$ cat config.mk
export PLATFORM = sky130hd
export DESIGN_NAME = k12a_spi_slave
export DESIGN_NICKNAME = d
export VERILOG_FILES = /design/src/rtl/k12a_spi_pkg.sv /design/src/rtl/k12a_sync.sv /design/src/rtl/k12a_spi_slave.sv
export SDC_FILE = /design/constraint.sdc
export NUM_CORES = 1
export LEC_CHECK = 0
export CAP_MARGIN = 10
export CORE_MARGIN = 3
export CORE_UTILIZATION = 25
export DETAILED_ROUTE_END_ITERATION = 10
export PLACE_DENSITY = 0.51
export SLEW_MARGIN = 20
export SYNTH_ARGS = -nofsm -noshare
export SYNTH_HDL_FRONTEND = slang
export SYNTH_SLANG_ARGS = --single-unit
$ cat constraint.sdc
create_clock -name cpu_clock -period 1.5 [get_ports cpu_clock]
set_input_delay 0.45 -clock cpu_clock [delete_from_list [all_inputs] [get_ports cpu_clock]]
set_output_delay 0.45 -clock cpu_clock [all_outputs]
set_load 0.005 [all_outputs]
$ cat src/rtl/k12a_spi_pkg.sv
// Shared types for the k12a SPI mode-0 responder.
package k12a_spi_pkg;

  localparam int SPI_BYTE_WIDTH = 8;

  typedef logic [SPI_BYTE_WIDTH-1:0] spi_byte_t;

  typedef enum logic {
    IDLE,
    SHIFT
  } spi_slave_state_t;

endpackage

$ cat src/rtl/k12a_sync.sv
// N-stage flop synchroniser; rst_val is the level the chain presents out of reset.
module k12a_sync #(
  parameter int STAGES = 2
) (
  input  logic cpu_clock,
  input  logic reset_n,
  input  logic rst_val,
  input  logic d,
  output logic q
);

  logic [STAGES-1:0] ff;

  always_ff @(posedge cpu_clock or negedge reset_n) begin
    if (!reset_n) ff <= {STAGES{rst_val}};
    else          ff <= {ff[STAGES-2:0], d};
  end

  assign q = ff[STAGES-1];

endmodule

$ cat src/rtl/k12a_spi_slave.sv
// SPI mode-0 responder oversampling the master pins in the cpu_clock domain.
// Define K12A_SPI_SLAVE_TXBUF_EN to add the 8-bit tx holding register.
module k12a_spi_slave
  import k12a_spi_pkg::*;
#(
  parameter int        SYNC_STAGES = 2,
  parameter spi_byte_t DEFAULT_TX  = 8'hFF
) (
  input  logic      cpu_clock,
  input  logic      reset_n,
  input  logic      spi_ss_n,
  input  logic      spi_sck,
  input  logic      spi_mosi,
  output logic      spi_miso,
  output spi_byte_t rx_data,
  output logic      rx_valid,
  input  spi_byte_t tx_data,
  input  logic      tx_load,
  output logic      tx_ready,
  output logic      busy
);

  localparam int NPINS = 3;
  localparam logic [NPINS-1:0] PIN_RST = 3'b001;

  logic [NPINS-1:0] pins, pins_s;
  logic ss_s, sck_s, mosi_s;

  assign pins = {spi_mosi, spi_sck, spi_ss_n};

  for (genvar g = 0; g < NPINS; g++) begin : g_sync
    k12a_sync #(.STAGES(SYNC_STAGES)) u_sync (
      .cpu_clock (cpu_clock),
      .reset_n   (reset_n),
      .rst_val   (PIN_RST[g]),
      .d         (pins[g]),
      .q         (pins_s[g])
    );
  end

  assign {mosi_s, sck_s, ss_s} = pins_s;

  spi_slave_state_t state;
  logic             ss_d, sck_d;
  logic             ss_fall, ss_rise, sck_rise, sck_fall;
  logic             sel_start, byte_load;
  logic [2:0]       bit_cnt;
  spi_byte_t        rx_shift;
  logic [6:0]       tx_rest;
  logic             rx_pend;
  spi_byte_t        byte_src;
  logic [SYNC_STAGES-1:0] warm;
  logic             armed;

  always_comb begin
    ss_fall   = ss_d & ~ss_s;
    ss_rise   = ~ss_d & ss_s;
    sck_rise  = ~sck_d & sck_s;
    sck_fall  = sck_d & ~sck_s;
    sel_start = (state == IDLE) & armed & ss_fall;
    byte_load = sel_start |
                ((state == SHIFT) & ~ss_rise & sck_fall & (bit_cnt == 3'd0));
  end

  // A select already low when reset releases must not start a transfer:
  // wait until the chain is flushed and select has been seen high.
  always_ff @(posedge cpu_clock or negedge reset_n) begin
    if (!reset_n) begin
      warm  <= '0;
      armed <= 1'b0;
      ss_d  <= 1'b1;
      sck_d <= 1'b0;
    end else begin
      warm  <= {warm[SYNC_STAGES-2:0], 1'b1};
      armed <= armed | (warm[SYNC_STAGES-1] & ss_s);
      ss_d  <= ss_s;
      sck_d <= sck_s;
    end
  end

`ifdef K12A_SPI_SLAVE_TXBUF_EN
  spi_byte_t hold;
  logic      hold_full;

  always_ff @(posedge cpu_clock or negedge reset_n) begin
    if (!reset_n) begin
      hold      <= '0;
      hold_full <= 1'b0;
    end else if (byte_load && hold_full) begin
      hold_full <= 1'b0;
    end else if (tx_load && !hold_full) begin
      hold      <= tx_data;
      hold_full <= 1'b1;
    end
  end

  assign byte_src = hold_full ? hold : DEFAULT_TX;
  assign tx_ready = ~hold_full;
`else
  logic unused_tx;

  assign unused_tx = ^{tx_load, DEFAULT_TX};
  assign byte_src  = tx_data;
  assign tx_ready  = 1'b1;
`endif

  // spi_miso holds the bit on the wire; tx_rest holds the bits still to go.
  always_ff @(posedge cpu_clock or negedge reset_n) begin
    if (!reset_n) begin
      state    <= IDLE;
      bit_cnt  <= '0;
      rx_shift <= '0;
      tx_rest  <= '0;
      spi_miso <= 1'b1;
      rx_data  <= '0;
      rx_valid <= 1'b0;
      rx_pend  <= 1'b0;
    end else begin
      rx_valid <= rx_pend;
      rx_pend  <= 1'b0;
      if (rx_pend) rx_data <= rx_shift;
      case (state)
        IDLE: begin
          spi_miso <= 1'b1;
          bit_cnt  <= '0;
          if (sel_start) begin
            state    <= SHIFT;
            tx_rest  <= byte_src[6:0];
            spi_miso <= byte_src[7];
          end
        end
        SHIFT: begin
          if (ss_rise) begin
            state    <= IDLE;
            bit_cnt  <= '0;
            rx_shift <= '0;
            spi_miso <= 1'b1;
          end else if (sck_rise) begin
            rx_shift <= {rx_shift[6:0], mosi_s};
            bit_cnt  <= bit_cnt + 3'd1;
            if (bit_cnt == 3'd7) rx_pend <= 1'b1;
          end else if (sck_fall) begin
            if (bit_cnt == 3'd0) begin
              tx_rest  <= byte_src[6:0];
              spi_miso <= byte_src[7];
            end else begin
              tx_rest  <= {tx_rest[5:0], 1'b0};
              spi_miso <= tx_rest[6];
            end
          end
        end
        default: state <= IDLE;
      endcase
    end
  end

  assign busy = (state == SHIFT);

endmodule

# After elaboration in Yosys (flattened, before gate mapping)
# Cells that the tools add are included.
[word_totals]
elab_cells = 66
reg_bits = 41
out_inout_bits = 12
[op_classes]
add_sub_neg = 1
bitwise = 13
eq_ne = 8
n_mux = 24
n_reduce_logical = 5
[op_table]
columns = ["operator", "n"]
rows = [
  ["2-to-1 mux 7 bit", 5],
  ["2-to-1 mux 8 bit", 2],
  ["one-hot mux 7 bit (2 select lines)", 1],
  ["2-to-1 mux 1 bit", 11],
  ["bitwise AND 1 bit", 7],
  ["2-to-1 mux 3 bit", 2],
  ["!= test 2 bit (second input constant)", 3],
  ["!= test 3 x 1 -> 1 bit (second input constant)", 2],
  ["one-hot mux 3 bit (2 select lines)", 1],
  ["NOT 1 bit", 5],
  ["one-hot mux 1 bit (2 select lines)", 2],
  ["AND reduction 2 bit", 2],
  ["AND reduction 4 bit", 1],
  ["adder 3 x 1 -> 3 bit (second input constant)", 1],
  ["== test 3 bit (second input constant)", 1],
  ["logical NOT 3 bit", 1],
  ["!= test 3 bit (second input constant)", 1],
  ["!= test 2 x 1 -> 1 bit (second input constant)", 1],
  ["nonzero test 2 bit", 1],
  ["OR 1 bit", 1],
]

# Depth between registers and ports, before layout
# Gate-level depths: netlist of the first run.
[depth]
word_depth = 6
depth_mapped = 5
ltp_nobuf = 5

# Least setup slack after synthesis of the first run
# Ideal clock, no wire load.
[synth_timing]
kind = "reg2reg"
from = "register ss_d"
to = "register tx_rest[0]"
path_slack_ps = 185
setup_ps = 79
stages_incl_launch_ff = 5
required_time_ps = 1421
arrival_ps = 1236
path_cell_list = "dfstp_2 nor4bb_4 buf_6 a31o_4 mux2i_1"
[synth_via]
elab_chain_cells = 4
[synth_rtl]
columns = ["element", "line", "rtl"]
rows = [
  ["start: declaration", "k12a_spi_slave.sv:44", "logic ss_d, sck_d;"],
  ["start signal: assignment", "k12a_spi_slave.sv:76", "ss_d <= ss_s;"],
  ["bitwise AND 1 bit or NOT 1 bit (tied branches)", "k12a_spi_slave.sv:56, k12a_spi_slave.sv:57", ""],
  ["bitwise AND 1 bit, on equally long branches", "k12a_spi_slave.sv:60, k12a_spi_slave.sv:57", ""],
  ["!= test 2 bit (no source line)", "n/a", ""],
  ["AND reduction 4 bit (no source line) *", "n/a", ""],
  ["end signal: assignment", "k12a_spi_slave.sv:128", "tx_rest <= byte_src[6:0];"],
  ["end signal: assignment", "k12a_spi_slave.sv:144", "tx_rest <= byte_src[6:0];"],
  ["end signal: assignment", "k12a_spi_slave.sv:147", "tx_rest <= {tx_rest[5:0], 1'b0};"],
  ["end: declaration", "k12a_spi_slave.sv:49", "logic [6:0] tx_rest;"],
]
# Every way passes the cells marked *; elsewhere a longest branch is shown, timed or not.
# A chain may end at the register's enable or synchronous reset.

# Final worst setup path of the first run
[layout_timing]
from = "register state (netlist: busy)"
to = "output port busy"
[layout_lines]
columns = ["element", "line", "rtl"]
rows = [
  ["start: declaration", "k12a_spi_slave.sv:43", "spi_slave_state_t state;"],
  ["start signal: assignment", "k12a_spi_slave.sv:110", "state <= IDLE;"],
  ["start signal: assignment", "k12a_spi_slave.sv:127", "state <= SHIFT;"],
  ["start signal: assignment", "k12a_spi_slave.sv:134", "state <= IDLE;"],
  ["end: declaration", "k12a_spi_slave.sv:20", "output logic busy"],
]
# No word-level cell between the ends.

==> impl_metrics.yaml, run 1 <==
sta:
  final.setup.tns_ns: 0
  hold_viol: 0
  hold_ws_ns: 0.06897
  skew_ns: 0.006349
  setup_viol: 0
  final.setup.worst_slack_ns: 0.08897
  period_minus_slack_ns: 1.411
  slew_violations: 0
  rsz0062_at_grt: "yes"
  post-route-period-util_pct: 94.07
  fmaxAchievable_mhz: 708.7
global_route:
  grt_pass1_wl_mm: 5.326
  grt_max_degree: 18
  track_usage_pct: 8.845
  gr-total-overflow: 0
  antenna_found_initial: 0
  grt_pass1_vias: 1117
drt:
  drt-initial-drc-count: 44
  vias: 1122
  ant_nets: 0
  wl_mm: 3.204
  wl_per_cell_um: 13.41
  route.detailed.drc: 0
  firstDrtPassIters: 4
  viasPerCell: 4.695
placed_design:
  gp_congestion: 0.7849
  place_inst: 230
  io_buffer_count: 23
  place_ws_ns: 0.03135
  place_hpwl_mm: 2.330
  place_area_um2: 2033
synth:
  synth_xor_area_share_pct: 0.5140
  synth_ff_type: "dfrtp_1"
  yosys.cell_types.count: 33
  synth-seq-area-share_pct: 60.50
  synthSimpleGateAreaFrac_pct: 9.545
  yosys.area.top_type: "dfrtp_1"
  muxShareOfSynthArea_pct: 7.048
  synth_top_family_by_area: "compound AO/OA/AOI/OAI gates"
  synth_top_area_share_pct: 54.33
  synth_fa_ha_area_share_pct: 2.203
  syn_area_per_cell_um2: 13.31
  async_flop_share_pct: 100.0
  netlist_area_um2: 1704
  synth_area_leaders: "dfrtp_1, dfstp_2, mux2_2, a22o_1, a311oi_1"
  synth-edff-count: 0
  netlist_instances: 128
  synth_common_cells: "dfrtp_1, a22o_1, mux2_2, o21ai_0"
  synth_compound_area_share_pct: 14.68
  ys_ff_latch: 41
  synth.most_common_cell: "dfrtp_1"
  yosys_warnings: 0
worst_setup_path:
  cpLargestDelayFamily: "flip-flops"
  critPathMaxFanout: 2
  cp-end-kind: "primary output"
  worstPathRequired_ns: 1.05
  crit_type: "register to primary output"
  startpoint_type: "register"
  critPathSlowestCell: "dfrtp_2"
  worstPathCellList: "dlygate4sd2_1"
  crit_arrival_ns: 0.96
  critPathBufInv: 1
  cpPeakStageDelay_ns: 0.41
cts:
  clock_path_buffers: 2
  cts_buffers: 5
  cts.sink_count: 41
  cts_root_buf: "clkbuf_8"
  path_clk_slew_ns: 0.08
  cts_tree: "done"
  cts_hold_buf: 0
  cts_htree_levels: 2
  clk_latency_ns: 0.28
run_status:
  status: "finished clean"
floorplanning:
  ios: 26
  die_h_um: 88.56
  fp.dieArea_um2: 7843
  rows: 29
  dieWidth_um: 88.56
  core_um2: 6495
  start_util_pct: 26.24
layout:
  final_cells: 239
  post-route-util_pct: 32.85
  n_antenna_cell: 0
  num-nets-final: 178
  fill_cells: 630
  fin_area_um2: 2133
  syn2layout_area_growth_pct: 25.18
  layout-drive-gt1-share_pct: 25.31
worst_hold_path:
  hold_class: "primary input to asynchronous set/reset pin"
power_and_ir_drop:
  peakVddDrop_uv: 577.8
  p_per_area_nw_per_um2: 1087
  p_total_mw: 2.319
  total_leakage_power_nw: 0.9951
run:
  cap_violations: 0
==> cell families (layout without fill, tap and decap cells) <==
kind of cell | Yosys count | after routing
buffers and inverters | 14 | 47
xor gates and xnor gates | 1 | 1
adders and majority gates | 3 | 3
DFF | 41 | 41
and+or+nand+nor | 24 | 24
muxes | 11 | 11
other | 1 | 2
AOI/OAI and AO/OA | 33 | 33
==> area by class of cell <==
class                           count  area, um2  share of cell area [%]
Sequential cell                    41       1032                   48.39
Multi-Input combinational cell     74      601.8                   28.21
Timing Repair Buffer               34      294.0                   13.78
Tap cell                           77      96.34                   4.516
Clock buffer                        5      68.82                   3.226
Inverter                            5      18.77                  0.8798
Clock inverter                      3      21.27                  0.9971
==> flip-flops by register name, indices dropped and copies added (netlist names) <==
name / cells
armed: 1
bit_cnt: 3
busy: 1
g_sync.u_sync.ff: 6
rx_data: 8
rx_pend: 1
rx_shift: 8
rx_valid: 1
sck_d: 1
spi_miso: 1
ss_d: 1
tx_rest: 7
warm: 2
==> cells in the final DEF, fill, tap and decap left out, types with 2 or more instances in the layout <==
cell type         n
dfrtp_1          36
ha_1              3
nand3_1           6
a21o_1            2
dfstp_2           4
nor2b_1           2
mux2i_1           3
nor2_1            3
mux2_2            8
dlygate4sd2_1    10
conb_1            2
inv_1             4
buf_4            10
a31oi_1           6
o21ai_0           8
clkbuf_8          5
clkdlybuf4s50_1  11
a311oi_2          2
nand2b_1          4
a311oi_1          4
a22o_1            8
buf_2             2
nand2_1           2
==> routing by layer <==
metal  vias to the layer above  wire length (um)  track usage (%)
li1                        527                 -                -
met1                       563              1438            11.76
met2                        30              1583            13.66
met3                         2               168            2.886
met4                         0                14            2.885
met5                         -                 0                0
==> repair_timing <==
action,4_1_cts,5_1_grt
setup buffers,1,0
pin swaps,0,3
setup endpoints to repair,11,6
gates cloned,0,0
resized for setup,14,5
hold endpoints to repair,0,0
==> final timing paths <==
path / from / cells past startpoint / endpoint / slack, ns
max: busy / 1 / busy / 0.09
min: reset_n / 1 / bit_cnt[0] / 0.07
max reg2reg: busy / 5 / tx_rest[4] / 0.10
min reg2reg: g_sync[1].u_sync.ff[0] / 0 / g_sync[1].u_sync.ff[1] / 0.35
max in group asynchronous: reset_n / 2 / rx_shift[6] / 0.91
min in group cpu_clock: g_sync[1].u_sync.ff[0] / 0 / g_sync[1].u_sync.ff[1] / 0.35
==> report_power, final <==
part	leakage, nW	switching [mW]	total, mW	internal, mW
registers	0.511	0.0585	1.27	1.21
logic	0.439	0.177	0.346	0.168
clock network	0.0445	0.377	0.707	0.330
total	0.995	0.613	2.32	1.71
No activity file was read; power rests on OpenSTA's default activity.
==> inputs of run 2 (changes only) <==
--- a/config.mk
+++ b/config.mk
@@ -5,7 +5,6 @@
 export SDC_FILE = /design/constraint.sdc
 export NUM_CORES = 1
 export LEC_CHECK = 0
-export CAP_MARGIN = 10
 export CORE_MARGIN = 3
 export CORE_UTILIZATION = 25
 export DETAILED_ROUTE_END_ITERATION = 10
==> results of run 2 <==
The final DEF is identical to that of run 1; final timing and power are the same.
==> variant, RTL diff (settings of run 1) <==
The option `K12A_SPI_SLAVE_TXBUF_EN` is turned on by a define.
--- a/src/rtl/k12a_spi_slave.sv
+++ b/src/rtl/k12a_spi_slave.sv
@@ -1,5 +1,7 @@
 // SPI mode-0 responder oversampling the master pins in the cpu_clock domain.
 // Define K12A_SPI_SLAVE_TXBUF_EN to add the 8-bit tx holding register.
+`define K12A_SPI_SLAVE_TXBUF_EN
+
 module k12a_spi_slave
   import k12a_spi_pkg::*;
 #(
Check against the original RTL: not equivalent (a bounded check fails within 4 cycles, from zero or initial values and one cycle with reset_n low).
==> variant against run 1 <==
Final area up 22%. Worst hold slack worse by 0.046 ns. Routed wire length up 3.8%. Non-clock buffer count up 6. Sequential share of layout area about the same. Synthesized area up 17%. Via count up 6.9%. Worst setup slack worse by 0.0094 ns. Critical endpoint is now tx_ready. Sequential cell count up 9.
Power is not compared: it rests on default switching activity, and its combinational part moved more than twofold at a synthesized area within 25%.
==> variant: results (changes against run 1) <==
| Metric | Value |
|---|---|
| Via count | `1199 (was 1122)` |
| R2r setup slk | `0.13 ns (was 0.10 ns)` |
| Post-layout min period | `1.420 ns (was 1.411 ns)` |
| Post-synth ARST share | `100.0% (unchanged)` |
| Total track usage | `8.493% (was 8.845%)` |
| First-pass GRT wire length | `5885 um (was 5326 um)` |
| # diodes | `0 (unchanged)` |
| WL/cell | `11.55 um (was 13.41 um)` |
| DP HPWL | `2361 um (was 2330 um)` |
| DRT iter0 DRCs | `35 (was 44)` |
| Share of post-route cells with drive strength above 1 | `29.10% (was 25.31%)` |
| CTS HTree Levels | `2 (unchanged)` |
| Biggest regs | `hold: 8 flops, rx_data: 8 flops, rx_shift: 8 flops (was rx_data: 8 flops, rx_shift: 8 flops, tx_rest: 7 flops)` |
| Crit path capture | `tx_ready (was busy)` |
| 1st-pass router iterations | `3 (was 4)` |
| Initial antenna violation count | `0 (unchanged)` |
| CP startpoint | `hold_full (was busy)` |
| Largest net degree at the start of global routing | `24 (was 18)` |
| Fraction of the yosys area taken by sequential cells | `63.22% (was 60.50%)` |
| Vias in the first global route | `1262 (was 1117)` |
| Root Driver | `clkbuf_8 (unchanged)` |
| Nets | `205 (was 178)` |
| # port buffers | `25 (was 23)` |
| Setup Skew | `0.009159 ns (was 0.006349 ns)` |
| Worst hold path class | `in -> async (unchanged)` |
| Worst-Skew Late Latency | `0.31 ns (was 0.28 ns)` |
| Gp weighted congestion | `0.6741 (was 0.7849)` |
| Fill count | `747 (was 630)` |
| Leak | `1.206 nW` |
| Required @ worst endpoint | `1.05 ns (about the same)` |
| Largest cells by area after synthesis | `dfrtp_1 58%, mux2_2 9.1%, dfstp_2 5.3% (was dfrtp_1 54%, dfstp_2 6.2%, mux2_2 5.3%)` |
| Slowest stage cell, crit path | `dfrtp_1 (was dfrtp_2)` |
| Status | `finished clean (unchanged)` |
| Worst slack at placement | `-0.1628 ns (was 0.03135 ns)` |
-- variant: cell types whose count changed after synthesis, sizes merged, moves of 9 or more --
cell | run 1 | this run
dfrtp | 37 | 46
mux2 | 8 | 17
nor2 | 3 | 12
nand2 | 2 | 11
-- variant: cell families (layout without fill, tap and decap cells) --
kind of cell,after synthesis,in the layout,share of synthesized area [%]
flops,50,50,63.22
simple gates,36,36,8.816
compound gates,29,29,12.41
mux,18,18,10.14
buf+inv,10,51,2.896
fa+ha+maj,3,3,1.889
other cells,1,1,0.1887
xor+xnor,1,1,0.4409
-- variant: power by group through the flow --
stage               combinational, W  clock [W]  sequential [W]
finish                      0.000778    0.00112         0.00177
global route                0.000884    0.00121         0.00182
CTS                         0.000781    0.00116         0.00177
detailed placement          0.000787          0         0.00180
global placement            0.000776          0         0.00180
floorplan                   0.000498          0         0.00176
-- variant: metal layers --
| metal | global-route usage (%) | routed length [um] | part of all wire [%] | vias to the layer above |
|---|---|---|---|---|
| met3 | 3.552 | 125 | 3.8 | 2 |
| met4 | 2.163 | 29 | 0.87 | 0 |
| met5 | 0 | 0 | 0 | - |
| met1 | 11.24 | 1695 | 51 | 576 |
| li1 | - | - | - | 601 |
| met2 | 12.83 | 1476 | 44 | 20 |
-- variant: metrics by stage --
step | power (W) | instance area [um^2] | util [%] | TNS [ns] | std cells
after global routing | 0.003918 | 2596 | 34.68 | 0 | 288
after global placement | 0.002575 | 2430 | 32.46 | -1.287 | 276
after CTS | 0.003715 | 2580 | 34.46 | 0 | 288
after floorplan | 0.002258 | 1987 | - | 0 | 148
after detailed placement | 0.002583 | 2430 | 32.46 | -1.269 | 276
final | 0.003671 | 2596 | 34.68 | 0 | 288
-- variant: worst min path at each step --
stage                              to  slack, ns  depth (start not counted)
2_1_floorplan                   armed       0.15                          0
5_1_grt                       warm[1]       0.02                          1
3_5_place_dp                  warm[1]       0.34                          0
4_1_cts        g_sync[1].u_sync.ff[1]       0.02                          1
6_report       g_sync[1].u_sync.ff[1]       0.02                          1
3_3_place_gp                  warm[1]       0.33                          0
-- variant: cell type report --
type / count / area, um^2 / area share (%)
Multi-Input combinational cell: 88 / 688.2 / 26.51
Inverter: 3 / 12.51 / 0.4819
Sequential cell: 50 / 1256 / 48.39
Tap cell: 99 / 123.9 / 4.771
Clock inverter: 3 / 68.82 / 2.651
Timing Repair Buffer: 40 / 377.9 / 14.55
Clock buffer: 5 / 68.82 / 2.651
-- variant: repair_timing --
action | CTS | global route
resized for setup | 16 | 4
buffers inserted | 4 | 0
endpoints found under the setup margin | 12 | 2
hold buffers | 0 | 0
